--- src/rtl/dfx_led_mux.sv ---
// dfx_led_mux: glitch-free RP LED source select with blanking, decouple handshake and blinker fallback.
// Define DFX_LED_MUX_STALE_EN to build the per-source toggle watchdogs (stale_o, stale fallback).
module dfx_led_mux #(
  parameter int   NUM_SRC   = 3,
  parameter int   SEL_W     = 2,
  parameter int   BLANK_CYC = 16,
  parameter int   STALE_CYC = 100000000,
  parameter int   FB_DIV    = 24,
  parameter logic SAFE_VAL  = 1'b0
) (
  input  logic               clk100,
  input  logic               rst,
  input  logic [NUM_SRC-1:0] src_i,
  input  logic [SEL_W-1:0]   sel_i,
  input  logic               decouple_i,
  output logic               led_o,
  output logic               decoupled_o,
  output logic [SEL_W-1:0]   active_sel_o,
  output logic [NUM_SRC-1:0] stale_o,
  output logic               fallback_o
);

  localparam int BLANK_W = (BLANK_CYC > 1) ? $clog2(BLANK_CYC) : 1;
  localparam logic [BLANK_W-1:0] BLANK_LOAD = BLANK_W'(BLANK_CYC - 1);

  if ((NUM_SRC < 2) || (NUM_SRC > 16) || ((1 << SEL_W) < NUM_SRC) ||
      (BLANK_CYC < 1) || (STALE_CYC < 1) || (FB_DIV < 0)) begin : g_bad_params
    $error("dfx_led_mux: illegal parameter combination");
  end

  typedef enum logic [1:0] {
    ST_RUN       = 2'd0,
    ST_BLANK     = 2'd1,
    ST_DECOUPLED = 2'd2
  } state_t;

  state_t               state_q, state_d;
  logic [SEL_W-1:0]     pend_sel_q, pend_sel_d;
  logic [SEL_W-1:0]     active_sel_d;
  logic [BLANK_W-1:0]   blank_cnt_q, blank_cnt_d;
  logic                 led_d, decoupled_d, fallback_d;

  logic [NUM_SRC-1:0]   src_p0;
  logic [NUM_SRC-1:0]   stale_q;
  logic [FB_DIV:0]      fb_cnt_q;
  logic                 fb;

  logic                 sel_in_range, sel_src, sel_stale;
  logic                 run_fallback, run_led;

  // Stage p0: single capture of the RP outputs, which may glitch while reconfiguring
  always_ff @(posedge clk100 or posedge rst) begin
    if (rst) begin
      src_p0 <= '0;
    end else begin
      src_p0 <= src_i;
    end
  end

  always_ff @(posedge clk100 or posedge rst) begin
    if (rst) begin
      fb_cnt_q <= '0;
    end else begin
      fb_cnt_q <= fb_cnt_q + 1'b1;
    end
  end

  assign fb = fb_cnt_q[FB_DIV];

`ifdef DFX_LED_MUX_STALE_EN
  localparam int            WD_W      = $clog2(STALE_CYC + 1);
  localparam logic [WD_W-1:0] STALE_MAX = WD_W'(STALE_CYC);

  function automatic logic [WD_W-1:0] wd_sat_inc(input logic [WD_W-1:0] v);
    return (v >= STALE_MAX) ? STALE_MAX : v + 1'b1;
  endfunction

  logic [NUM_SRC-1:0] src_p1;
  logic [WD_W-1:0]    wd_q [NUM_SRC];
  logic [WD_W-1:0]    wd_d [NUM_SRC];

  // Counters are held at zero for as long as the RP is isolated
  always_comb begin
    for (int i = 0; i < NUM_SRC; i++) begin
      wd_d[i] = wd_sat_inc(wd_q[i]);
      if (decouple_i || (src_p0[i] != src_p1[i])) begin
        wd_d[i] = '0;
      end
    end
  end

  // Stage p1: edge history and watchdog state
  always_ff @(posedge clk100 or posedge rst) begin
    if (rst) begin
      src_p1  <= '0;
      stale_q <= '0;
      for (int i = 0; i < NUM_SRC; i++) begin
        wd_q[i] <= '0;
      end
    end else begin
      src_p1 <= src_p0;
      for (int i = 0; i < NUM_SRC; i++) begin
        wd_q[i]    <= wd_d[i];
        stale_q[i] <= (wd_d[i] == STALE_MAX);
      end
    end
  end
`else
  assign stale_q = '0;
`endif

  assign stale_o = stale_q;

  always_comb begin
    sel_in_range = 1'b0;
    sel_src      = SAFE_VAL;
    sel_stale    = 1'b0;
    for (int i = 0; i < NUM_SRC; i++) begin
      if (active_sel_o == SEL_W'(i)) begin
        sel_in_range = 1'b1;
        sel_src      = src_p0[i];
        sel_stale    = stale_q[i];
      end
    end
  end

  assign run_fallback = !sel_in_range || sel_stale;
  assign run_led      = run_fallback ? fb : sel_src;

  always_comb begin
    state_d      = state_q;
    pend_sel_d   = pend_sel_q;
    blank_cnt_d  = blank_cnt_q;
    active_sel_d = active_sel_o;
    led_d        = SAFE_VAL;
    fallback_d   = 1'b0;
    decoupled_d  = 1'b0;
    if (decouple_i) begin
      state_d     = ST_DECOUPLED;
      decoupled_d = 1'b1;
    end else begin
      case (state_q)
        ST_RUN: begin
          led_d      = run_led;
          fallback_d = run_fallback;
          if (sel_i != active_sel_o) begin
            state_d     = ST_BLANK;
            pend_sel_d  = sel_i;
            blank_cnt_d = BLANK_LOAD;
          end
        end
        ST_BLANK: begin
          // A new request while blanking restarts the full interval
          if (sel_i != pend_sel_q) begin
            pend_sel_d  = sel_i;
            blank_cnt_d = BLANK_LOAD;
          end else if (blank_cnt_q == '0) begin
            active_sel_d = pend_sel_q;
            state_d      = ST_RUN;
          end else begin
            blank_cnt_d = blank_cnt_q - 1'b1;
          end
        end
        ST_DECOUPLED: begin
          state_d     = ST_BLANK;
          pend_sel_d  = sel_i;
          blank_cnt_d = BLANK_LOAD;
        end
        default: begin
          state_d = ST_RUN;
        end
      endcase
    end
  end

  // Stage p2: control state and registered board outputs
  always_ff @(posedge clk100 or posedge rst) begin
    if (rst) begin
      state_q      <= ST_RUN;
      pend_sel_q   <= '0;
      blank_cnt_q  <= '0;
      active_sel_o <= '0;
      led_o        <= SAFE_VAL;
      decoupled_o  <= 1'b0;
      fallback_o   <= 1'b0;
    end else begin
      state_q      <= state_d;
      pend_sel_q   <= pend_sel_d;
      blank_cnt_q  <= blank_cnt_d;
      active_sel_o <= active_sel_d;
      led_o        <= led_d;
      decoupled_o  <= decoupled_d;
      fallback_o   <= fallback_d;
    end
  end

endmodule

--- config.mk ---
export PLATFORM = sky130hd
export DESIGN_NAME = dfx_led_mux
export DESIGN_NICKNAME = d
export VERILOG_FILES = /design/src/rtl/dfx_led_mux.sv
export SDC_FILE = /design/constraint.sdc
export NUM_CORES = 1
export LEC_CHECK = 0
export ABC_AREA = 1
export BUFFER_PORTS_ARGS = -buffer_cell sky130_fd_sc_hd__buf_2
export CAP_MARGIN = 0
export CORE_UTILIZATION = 50
export DETAILED_ROUTE_END_ITERATION = 12
export GPL_ROUTABILITY_DRIVEN = 0
export PLACE_DENSITY_LB_ADDON = 0.08
export SYNTH_ARGS = -nofsm -noshare
export SYNTH_HDL_FRONTEND = slang
export SYNTH_SLANG_ARGS = --single-unit
--- constraint.sdc ---
create_clock -name clk100 -period 2.35 [get_ports clk100]
set_input_delay 0 -clock clk100 [delete_from_list [all_inputs] [get_ports clk100]]
set_output_delay 0 -clock clk100 [all_outputs]
set_load 0.01 [all_outputs]
==> run summary <==
=========================================================================================
Worst hold path stage count                                                             3
Starting Density                                                                    53.4%
Final standard cell utilization of the core                                         59.3%
Maximum number of pins on one net before global-route repair                           42
Routed vias                                                                          1687
EDFF count, synth                                                                       0
Proportion of register bits with asynchronous set or reset after synthesis           100%
Master cell of the clock root buffer                                         sky130_fd_sc_hd__clkbuf_8
Die outline width                                                                 68.3 um
Outcome                                                                      finished clean
Detailed-route wire length                                                        4180 um
Setup crit start kind                                                            register
Final setup fails                                                                       0
Max-capacitance violation count                                                         0
Total non-filler cell area in the finished layout                               2440 um^2
Area inside the core boundary                                                   4120 um^2
Post-DP Area                                                                    2300 um^2
Flop and latch count out of synthesis                                                  41
Via count of the first global-routing pass                                           1564
Global-route total usage across every layer                                         21.9%
Hold slack final                                                                  14.0 ps
Leakage Power                                                                     1.19 nW
Fraction of layout cells with a size suffix above 1                                 13.3%
Post-Place Cells                                                                      336
I/O pin count                                                                          16
Number of nets still failing antenna checks after routing                               0
Endpoint class of the critical path                                              register
Class of the most critical setup path                                             reg2reg
Row Count                                                                              23
Worst setup skew after layout                                                     4.17 ps
Largest cells by area after synthesis                                        sky130_fd_sc_hd__dfrtp_1, sky130_fd_sc_hd__nand2_1, sky130_fd_sc_hd__nor2_1
Total overflow reported by the global router                                            0
Average cell area after synthesis                                               7.96 um^2
Areal power density over the cells                                            558 nW/um^2
Number of levels the H-tree was split into                                              2
Worst slew slack as a fraction of its limit                                         66.3%
Post-route setup TNS                                                                 0 ps
Number of failing hold endpoints at the final stage                                     0
Global-route wire length before repair                                            7250 um
Max Buffers Root-to-Sink                                                                2
Half-perimeter wire length after placement                                        3100 um
Area added between synthesis and finish                                             11.2%
# diodes                                                                                0
Top cell type's share of synthesized area                                           46.7%
Worst Tran Pin Value                                                               505 ps
Count of placed standard cells in the final layout, fillers left out                  350
Die Footprint                                                                   4660 um^2
Critical path data arrival time                                                   1590 ps
Clock sink total                                                                       41
Detailed-routing iteration count for the pre-antenna-repair pass                        4
Required time at the worst-slack endpoint                                         2530 ps
WL/cell                                                                           11.9 um
Post-cts resize count                                                                   0
Die span in y                                                                     68.3 um
DRC Markers                                                                             0
Routed via count divided by cell count                                               4.82
Antenna violations before repair                                                        0
Minimum clock period                                                              1410 ps
Main synth FF type                                                           sky130_fd_sc_hd__dfrtp_1
Number of fillers in the final layout                                                 374
Total Nets Final                                                                      309
Number of DRC markers in iteration 0                                                  137
Depth of the worst register-to-register path                                            7
Clock tree from TritonCTS                                                             yes
Clk_lat worst skew                                                                 290 ps
Hold crit path type                                                                in2reg
Clock slew at reported path FFs                                                     70 ps
Total of warnings raised by yosys                                                       0
Max-slew violation count                                                                0
Number of I/O port buffers                                                             12
Achievable Freq                                                                   712 MHz
Netlist cell types                                                                     26
Unrepaired setup endpoints after global routing                                        no
Crit share post-route                                                               59.8%
Post-CTS setup-driven buffer insertion count                                            0
Netlist area before placement                                                   2200 um^2
Largest driver fanout on the critical path                                              5
Cell count after synthesis                                                            276
TritonCTS buffer count                                                                  5
Cell taking the most area after synthesis                                    sky130_fd_sc_hd__dfrtp_1
Peak supply drop                                                                 0.460 mV
Post-synthesis sequential area ratio                                                46.7%
=========================================================================================
path summary, 6_finish.rpt:
kind	start	to	slack, ps
max	fb_cnt_q[0]	fb_cnt_q[24]	940
min	sel_i[0]	pend_sel_q[0]	10
max reg2reg	fb_cnt_q[0]	fb_cnt_q[24]	940
min reg2reg	fb_cnt_q[24]	fb_cnt_q[24]	480
max in group asynchronous	rst	blank_cnt_q[3]	1630
min in group asynchronous	rst	fb_cnt_q[8]	380
per-layer routing:
metal | up-vias | track usage [%] | wire, um
li1 | 890 | - | -
met2 | 40 | 32.0 | 1810
met4 | 0 | 7.03 | 40
met5 | - | 0 | 0
met1 | 753 | 30.9 | 2120
met3 | 4 | 6.50 | 211
per-stage QoR:
stage	setup slack [ps]	total power, W
after floorplan	1070	0.000891
after global placement	1010	0.000925
after detailed placement	924	0.000929
after CTS	913	0.00138
after global routing	834	0.00144
final	945	0.00136
cell usage in the layout (no fill, tap or decap), types with 2 or more instances in the layout:
master,synthesis,final
sky130_fd_sc_hd__dlygate4sd3_1,0,6
sky130_fd_sc_hd__nor2_2,7,7
sky130_fd_sc_hd__ha_1,2,2
sky130_fd_sc_hd__dfrtp_1,41,41
sky130_fd_sc_hd__conb_1,1,3
sky130_fd_sc_hd__xnor2_1,8,8
sky130_fd_sc_hd__clkbuf_1,1,3
sky130_fd_sc_hd__buf_2,1,12
sky130_fd_sc_hd__inv_1,28,28
sky130_fd_sc_hd__nor2_4,3,3
sky130_fd_sc_hd__clkbuf_8,0,5
sky130_fd_sc_hd__nor3_1,3,3
sky130_fd_sc_hd__o21ai_1,2,2
sky130_fd_sc_hd__nor2_1,35,35
sky130_fd_sc_hd__nand3b_1,3,3
sky130_fd_sc_hd__xor2_1,11,11
sky130_fd_sc_hd__nand3_1,23,23
sky130_fd_sc_hd__nand2_1,88,88
sky130_fd_sc_hd__nand3_2,3,3
sky130_fd_sc_hd__nand2_2,5,5
sky130_fd_sc_hd__nand4_1,2,2
worst max-delay path, stage by stage, from the launching register on:
cell and delay [ps]:
sky130_fd_sc_hd__dfrtp_1 430, sky130_fd_sc_hd__ha_1 260, sky130_fd_sc_hd__nand2_2 80, sky130_fd_sc_hd__nor2_2 180, sky130_fd_sc_hd__nand2_2 110, sky130_fd_sc_hd__inv_1 60
sky130_fd_sc_hd__nand2_1 60, sky130_fd_sc_hd__xnor2_1 120
layout make-up:
class                      instances  area (um^2)  area share (%)
inverter                          29          109            4.46
timing repair buffer              19          128            5.23
sequential                        41         1030            42.0
clock buffer                       8         80.1            3.28
multi-input combinational        203         1040            42.5
tap                               50         62.6            2.56
flip-flops by register name, indices dropped and copies added (netlist names):
register      count
active_sel_o      2
blank_cnt_q       4
decoupled_o       1
fallback_o        1
fb_cnt_q         25
led_o             1
pend_sel_q        2
src_p0            3
state_q           2
power by group:
group | total [W] | switching (W) | internal (W)
logic | 0.000165 | 0.000106 | 0.0000591
clock network | 0.000440 | 0.000229 | 0.000211
registers | 0.000757 | 0.0000250 | 0.000732
total | 0.00136 | 0.000360 | 0.00100
repair_timing:
item                                    4_1_cts  5_1_grt
endpoints found under the hold margin        47        0
hold buffers                                  6        0
endpoints found under the setup margin        0        0
cells by family after synthesis:
kind of cell             synth area share (%)
AND/OR/NAND/NOR                          36.6
flip-flops                               46.7
buffers and inverters                    6.38
XOR/XNOR                                 7.58
AO/OA/AOI/OAI                            1.42
adder cells (fa/ha/maj)                  1.14
other                                   0.171
Yosys cell counts (all sizes together), types with 2 or more instances:
library cell / number
nand2: 94
nor2: 46
dfrtp: 41
inv: 29
nand3: 26
xor2: 11
xnor2: 8
buf: 4
nand3b: 3
nor3: 3
o21ai: 3
ha: 2
nand4: 2
(Power assumes the default switching activity.)
